===== src/rtl/rr_elastic_arbiter.sv =====
// Round-robin arbiter with burst limit feeding one registered output word.
// Owner keeps the grant for up to max_burst_p consecutive transfers.
module rr_elastic_arbiter #(
    parameter int width_p     = 10,
    parameter int num_req_p   = 4,
    parameter int max_burst_p = 2
) (
    input  logic                           clk_i,
    input  logic                           reset_i,
    input  logic [num_req_p*width_p-1:0]   data_i,
    input  logic [num_req_p-1:0]           valid_i,
    output logic [num_req_p-1:0]           ready_o,
    output logic                           valid_o,
    output logic [width_p-1:0]             data_o,
    output logic [$clog2(num_req_p)-1:0]   id_o,
    input  logic                           yumi_i
);

    localparam int id_w_lp = $clog2(num_req_p);
    localparam logic [3:0] burst_lp = 4'(max_burst_p);
    localparam logic [id_w_lp-1:0] last_lp = id_w_lp'(num_req_p - 1);

    logic [id_w_lp-1:0] owner_r;
    logic [3:0]         cnt_r;
    logic [id_w_lp-1:0] grant_id;
    logic               any_v;
    logic               accept_en;
    logic               xfer;
    logic               found;
    int                 idx;

    assign any_v     = |valid_i;
    assign accept_en = ~valid_o | yumi_i;
    assign xfer      = accept_en & any_v & ~reset_i;

    // Pick the owner while its burst budget lasts, else next valid after it.
    always_comb begin
        grant_id = owner_r;
        found    = 1'b0;
        idx      = 0;
        if (!(valid_i[owner_r] && (cnt_r < burst_lp))) begin
            for (int i = 1; i <= num_req_p; i++) begin
                idx = (int'(owner_r) + i) % num_req_p;
                if (!found && valid_i[idx]) begin
                    found    = 1'b1;
                    grant_id = id_w_lp'(idx);
                end
            end
        end
    end

    // Only the granted requester sees ready, and only when a slot is free.
    always_comb begin
        ready_o = '0;
        if (xfer) begin
            ready_o[grant_id] = 1'b1;
        end
    end

    // Output register and burst bookkeeping.
    always_ff @(posedge clk_i) begin
        if (reset_i) begin
            valid_o <= 1'b0;
            data_o  <= '0;
            id_o    <= '0;
            owner_r <= last_lp;
            cnt_r   <= burst_lp;
        end else if (accept_en) begin
            if (any_v) begin
                valid_o <= 1'b1;
                data_o  <= data_i[grant_id*width_p +: width_p];
                id_o    <= grant_id;
                if ((grant_id == owner_r) && (cnt_r < burst_lp)) begin
                    cnt_r <= cnt_r + 4'd1;
                end else begin
                    owner_r <= grant_id;
                    cnt_r   <= 4'd1;
                end
            end else begin
                valid_o <= 1'b0;
            end
        end
    end

    // Consumer may only take a word that is actually held.
    yumi_legal_a: assert property (
        @(posedge clk_i) disable iff (reset_i) !(yumi_i && !valid_o)
    ) else $error("yumi_i asserted while valid_o is low");

endmodule


===== config.mk =====
export PLATFORM = sky130hd
export DESIGN_NAME = rr_elastic_arbiter
export DESIGN_NICKNAME = d
export VERILOG_FILES = /design/src/rtl/rr_elastic_arbiter.sv
export SDC_FILE = /design/constraint.sdc
export NUM_CORES = 1
export LEC_CHECK = 0
export BUFFER_PORTS_ARGS = -buffer_cell sky130_fd_sc_hd__clkbuf_2
export CAP_MARGIN = 30
export CORE_MARGIN = 2
export CORE_UTILIZATION = 43
export CTS_CLUSTER_SIZE = 25
export DETAILED_ROUTE_END_ITERATION = 8
export PLACE_DENSITY_LB_ADDON = 0.3
export SKIP_LAST_GASP = 1
export SYNTH_ARGS = -nofsm -noshare
export SYNTH_HDL_FRONTEND = slang
export SYNTH_SLANG_ARGS = --single-unit

===== constraint.sdc =====
create_clock -name clk_i -period 2.2 [get_ports clk_i]
set_clock_uncertainty 0.2 [all_clocks]
set_input_delay 0.22 -clock clk_i [delete_from_list [all_inputs] [get_ports clk_i]]
set_output_delay 0.22 -clock clk_i [all_outputs]
set_load 0.005 [all_outputs]

==> metrics.md <==
| Metric | Value |
|---|---|
| CTS buffer count | `3` |
| RD Place Congestion | `about 0.87` |
| Commonest non-fill, non-tap cell in the layout | `clkbuf_2` |
| Vias in the first global route | `~1,800` |
| Vias after detailed routing | `1,937` |
| Post-synthesis cell count | `184` |
| WP data required | `1780 ps` |
| CP Cell Sequence | `mux4_2 -> o21a_4 -> mux2i_4 -> or3_4 -> nor2_4 -> clkbuf_2` |
| Yosys cell types | `49` |
| Yosys reg bits | `19` |
| Most frequent cells in the layout | `63 x clkbuf_2, 42 x buf_4, 17 x dfxtp_1, 14 x o21ai_0, 13 x a21oi_1` |
| GRT Overall Usage | `between 20% and 30%` |
| I/O Buffers | `63` |
| Syn_nets | `232` |
| Seq/Total Area, Yosys | `25.1%` |
| Buffer and inverter count on the worst path | `1` |
| Area growth syn-to-layout | `65.7%` |
| Initial Util | `a little under half` |
| Slew HR | `a little over two thirds` |
| Final WS setup | `-379 ps` |
| Worst hold stages | `3` |
| Post-layout util | `approximately 75%` |
| Synth Cell Area | `approximately 1500 µm²` |
| Worst-Margin Slew | `around 450 ps` |
| Fmax | `0.388 GHz` |
| Slew Viols, Final | `0` |
| Chip height | `63.4 µm` |
| Final setup fails | `15` |
| Die width | `between 60 and 70 µm` |
| CP max stage delay | `roughly 520 ps` |
| Final net count | `approximately 340` |
| Finished Cell Area | `between 2000 and 3000 µm²` |
| Clock sinks | `19` |
| Initial antenna violation count | `0` |
| Crit path depth | `6` |
| Crit path time final | `approximately 2600 ps` |
| RSZ-0062 raised after global routing | `true` |
| Core area | `approximately 3400 µm²` |
| I/O Pins | `64` |
| Drt wl/cell | `approximately 16 µm` |
| Syn_area_per_cell | `8.25 µm²` |
| DPL Wire Length | `approximately 3700 µm` |
| Power density over the cells | `roughly 1100 nW/µm²` |
| Worst Path Max Fanout | `6` |
| P_leak | `roughly 0.0011 µW` |
| Share of cells above drive strength 1 | `~54%` |
| DR pass1 iterations | `4` |
| Iter 0 DRT Violations | `approximately 120` |
| CP startpoint kind | `flop` |
| Clk root buf | `clkbuf_4` |
| Synth warn | `0` |
| Hold Path Class | `primary input to flop` |
| Clk buf depth | `2` |
| Routed Antenna Nets | `0` |
| H-tree depth | `1` |
| Via-per-instance ratio | `around 5.7` |
| TritonCTS clock tree | `done` |
| Final cell count without fillers | `340` |
| Worst-skew pair later-pin latency | `around 290 ps` |
| Post-synth EDFFs | `0` |
| Pre-CTS WS | `-167 ps` |
| RR Endpoint | `data_o[7]$_SDFFE_PP0P_` |
| Worst path slowest cell | `mux4_2` |
| Period Utilization, post-route | `117%` |
| WHS Endpoint | `data_o[1]$_SDFFE_PP0P_` |
| R2r setup slk | `-300 ps` |
| Max_cap viols | `0` |
| First-pass GRT wire length | `8070 µm` |
| Delay-heaviest family, CP | `multiplexers` |
| ANT cells | `0` |
| R2R cell count | `10` |
| Failing checks | `negative setup slack` |
| Largest net degree at the start of global routing | `16` |
| Final Hold Viols | `0` |
| Post-synth top area share | `around a quarter` |
| Clk pin slew, worst setup/hold paths | `110 ps` |
| Post-Place Cells | `321` |
| Main synth FF type | `dfxtp_1` |
| HP Start | `data_i[21]` |
| Async set-reset flop share out of synthesis | `0%` |
| FF-to-FF Start | `owner_r[1]$_SDFFE_PP1P_` |
| Dpl cell area | `~2200 µm²` |
| Crit path DAT | `around 2200 ps` |
| Synth area leader | `dfxtp_1` |
| Status | `finished, violations left` |
| Worst vdd ir | `between 400 and 500 µV` |
| Full die area | `about 4000 µm²` |
| Area contributors post-synth | `dfxtp_1 25%, mux2i_1 6.6%, a21oi_1 5.3%, o21ai_0 4.6%, mux2_2 3.0%` |
| Site Rows | `21` |
| Grt ovf | `0` |
| CP Class | `flop to output port` |
| DRC Markers | `0` |
| Crit end category | `output port` |
| Drt total wl | `roughly 5400 µm` |
==> synthesized netlist by cell type, types with 4 or more instances <==
cell type and instances:
dfxtp_1 19, a21oi_1 16, o21ai_0 14, nor2_1 11
mux2i_1 10, clkbuf_1 6, inv_1 6, nand2_1 6
a211oi_1 5, a31oi_1 5, buf_2 5, nand2b_1 5
nand3_1 5, a221oi_1 4, mux2_2 4, o21ai_1 4
o221ai_1 4, o22a_1 4
==> layer usage <==
layer  GRT usage, %  wire length [µm]
met4           5.98                65
met5              0                 0
met2           45.1              2730
met3           5.00               405
met1           30.1              2200
==> report_power, final <==
group | internal, µW | switching, µW | total, µW | leakage [µW]
clock network | 70.5 | 106 | 177 | 0.0000150
logic | 1150 | 991 | 2140 | 0.000968
registers | 466 | 84.8 | 551 | 0.000158
total | 1690 | 1180 | 2870 | 0.00114
==> registers in the layout, indices dropped and copies added (netlist names) <==
signal / cells
owner_r: 2
cnt_r: 4
data_o: 10
id_o: 2
valid_o: 1
==> logic make-up (layout without fill, tap and decap cells) <==
family                   Yosys count  count (layout)  synth area share [%]
XOR/XNOR                           4               4                  2.80
AND/OR/NAND/NOR                   43              43                  14.8
adder cells (fa/ha/maj)            1               1                 0.824
buffers and inverters             20             130                  6.10
AO/OA/AOI/OAI                     81              81                  38.4
flip-flops                        19              19                  25.1
multiplexers                      16              16                  12.0
==> worst max path at each step <==
stage | startpoint | endpoint | slack [ps]
floorplan | owner_r[1]$_SDFFE_PP1P_ | ready_o[2] | -190
global placement | owner_r[1]$_SDFFE_PP1P_ | data_o[2]$_SDFFE_PP0P_ | -140
detailed placement | owner_r[1]$_SDFFE_PP1P_ | data_o[9]$_SDFFE_PP0P_ | -170
CTS | owner_r[1]$_SDFFE_PP1P_ | ready_o[0] | -370
global route | owner_r[1]$_SDFFE_PP1P_ | ready_o[0] | -470
finish | owner_r[1]$_SDFFE_PP1P_ | ready_o[2] | -380
==> per-stage QoR <==
stage | hold slack (ps) | TNS, ps | total power [µW]
2_1_floorplan | 169 | -1710 | 1520
3_3_place_gp | 250 | -1430 | 2150
3_5_place_dp | 255 | -1830 | 2160
4_1_cts | 1.34 | -3070 | 2590
5_1_grt | 8.25 | -4720 | 3050
6_report | 12.9 | -3330 | 2870
==> layout make-up <==
cell class	count	area, µm²
Multi-Input combinational cell	145	1210
Fill cell	244	848
Timing Repair Buffer	120	812
Sequential cell	19	388
Tap cell	46	57.6
Clock buffer	4	26.3
Inverter	6	25.0
==> repair_timing <==
action,4_1_cts,5_1_grt
gates resized for setup,17,22
pin swaps,6,9
setup endpoints to repair,14,18
hold buffers,3,4
endpoints found under the hold margin,3,2
buffers inserted,7,5
==> worst reg2reg max path, cell delays in order, from the launching register on <==
cell,delay [ps]
dfxtp_4,390
mux4_2,520
buf_4,160
buf_6,110
a21oi_4,200
xnor2_2,160
buf_12,140
buf_4,100
buf_4,100
mux2i_1,210
o22ai_1,100
(Power assumes the default switching activity.)
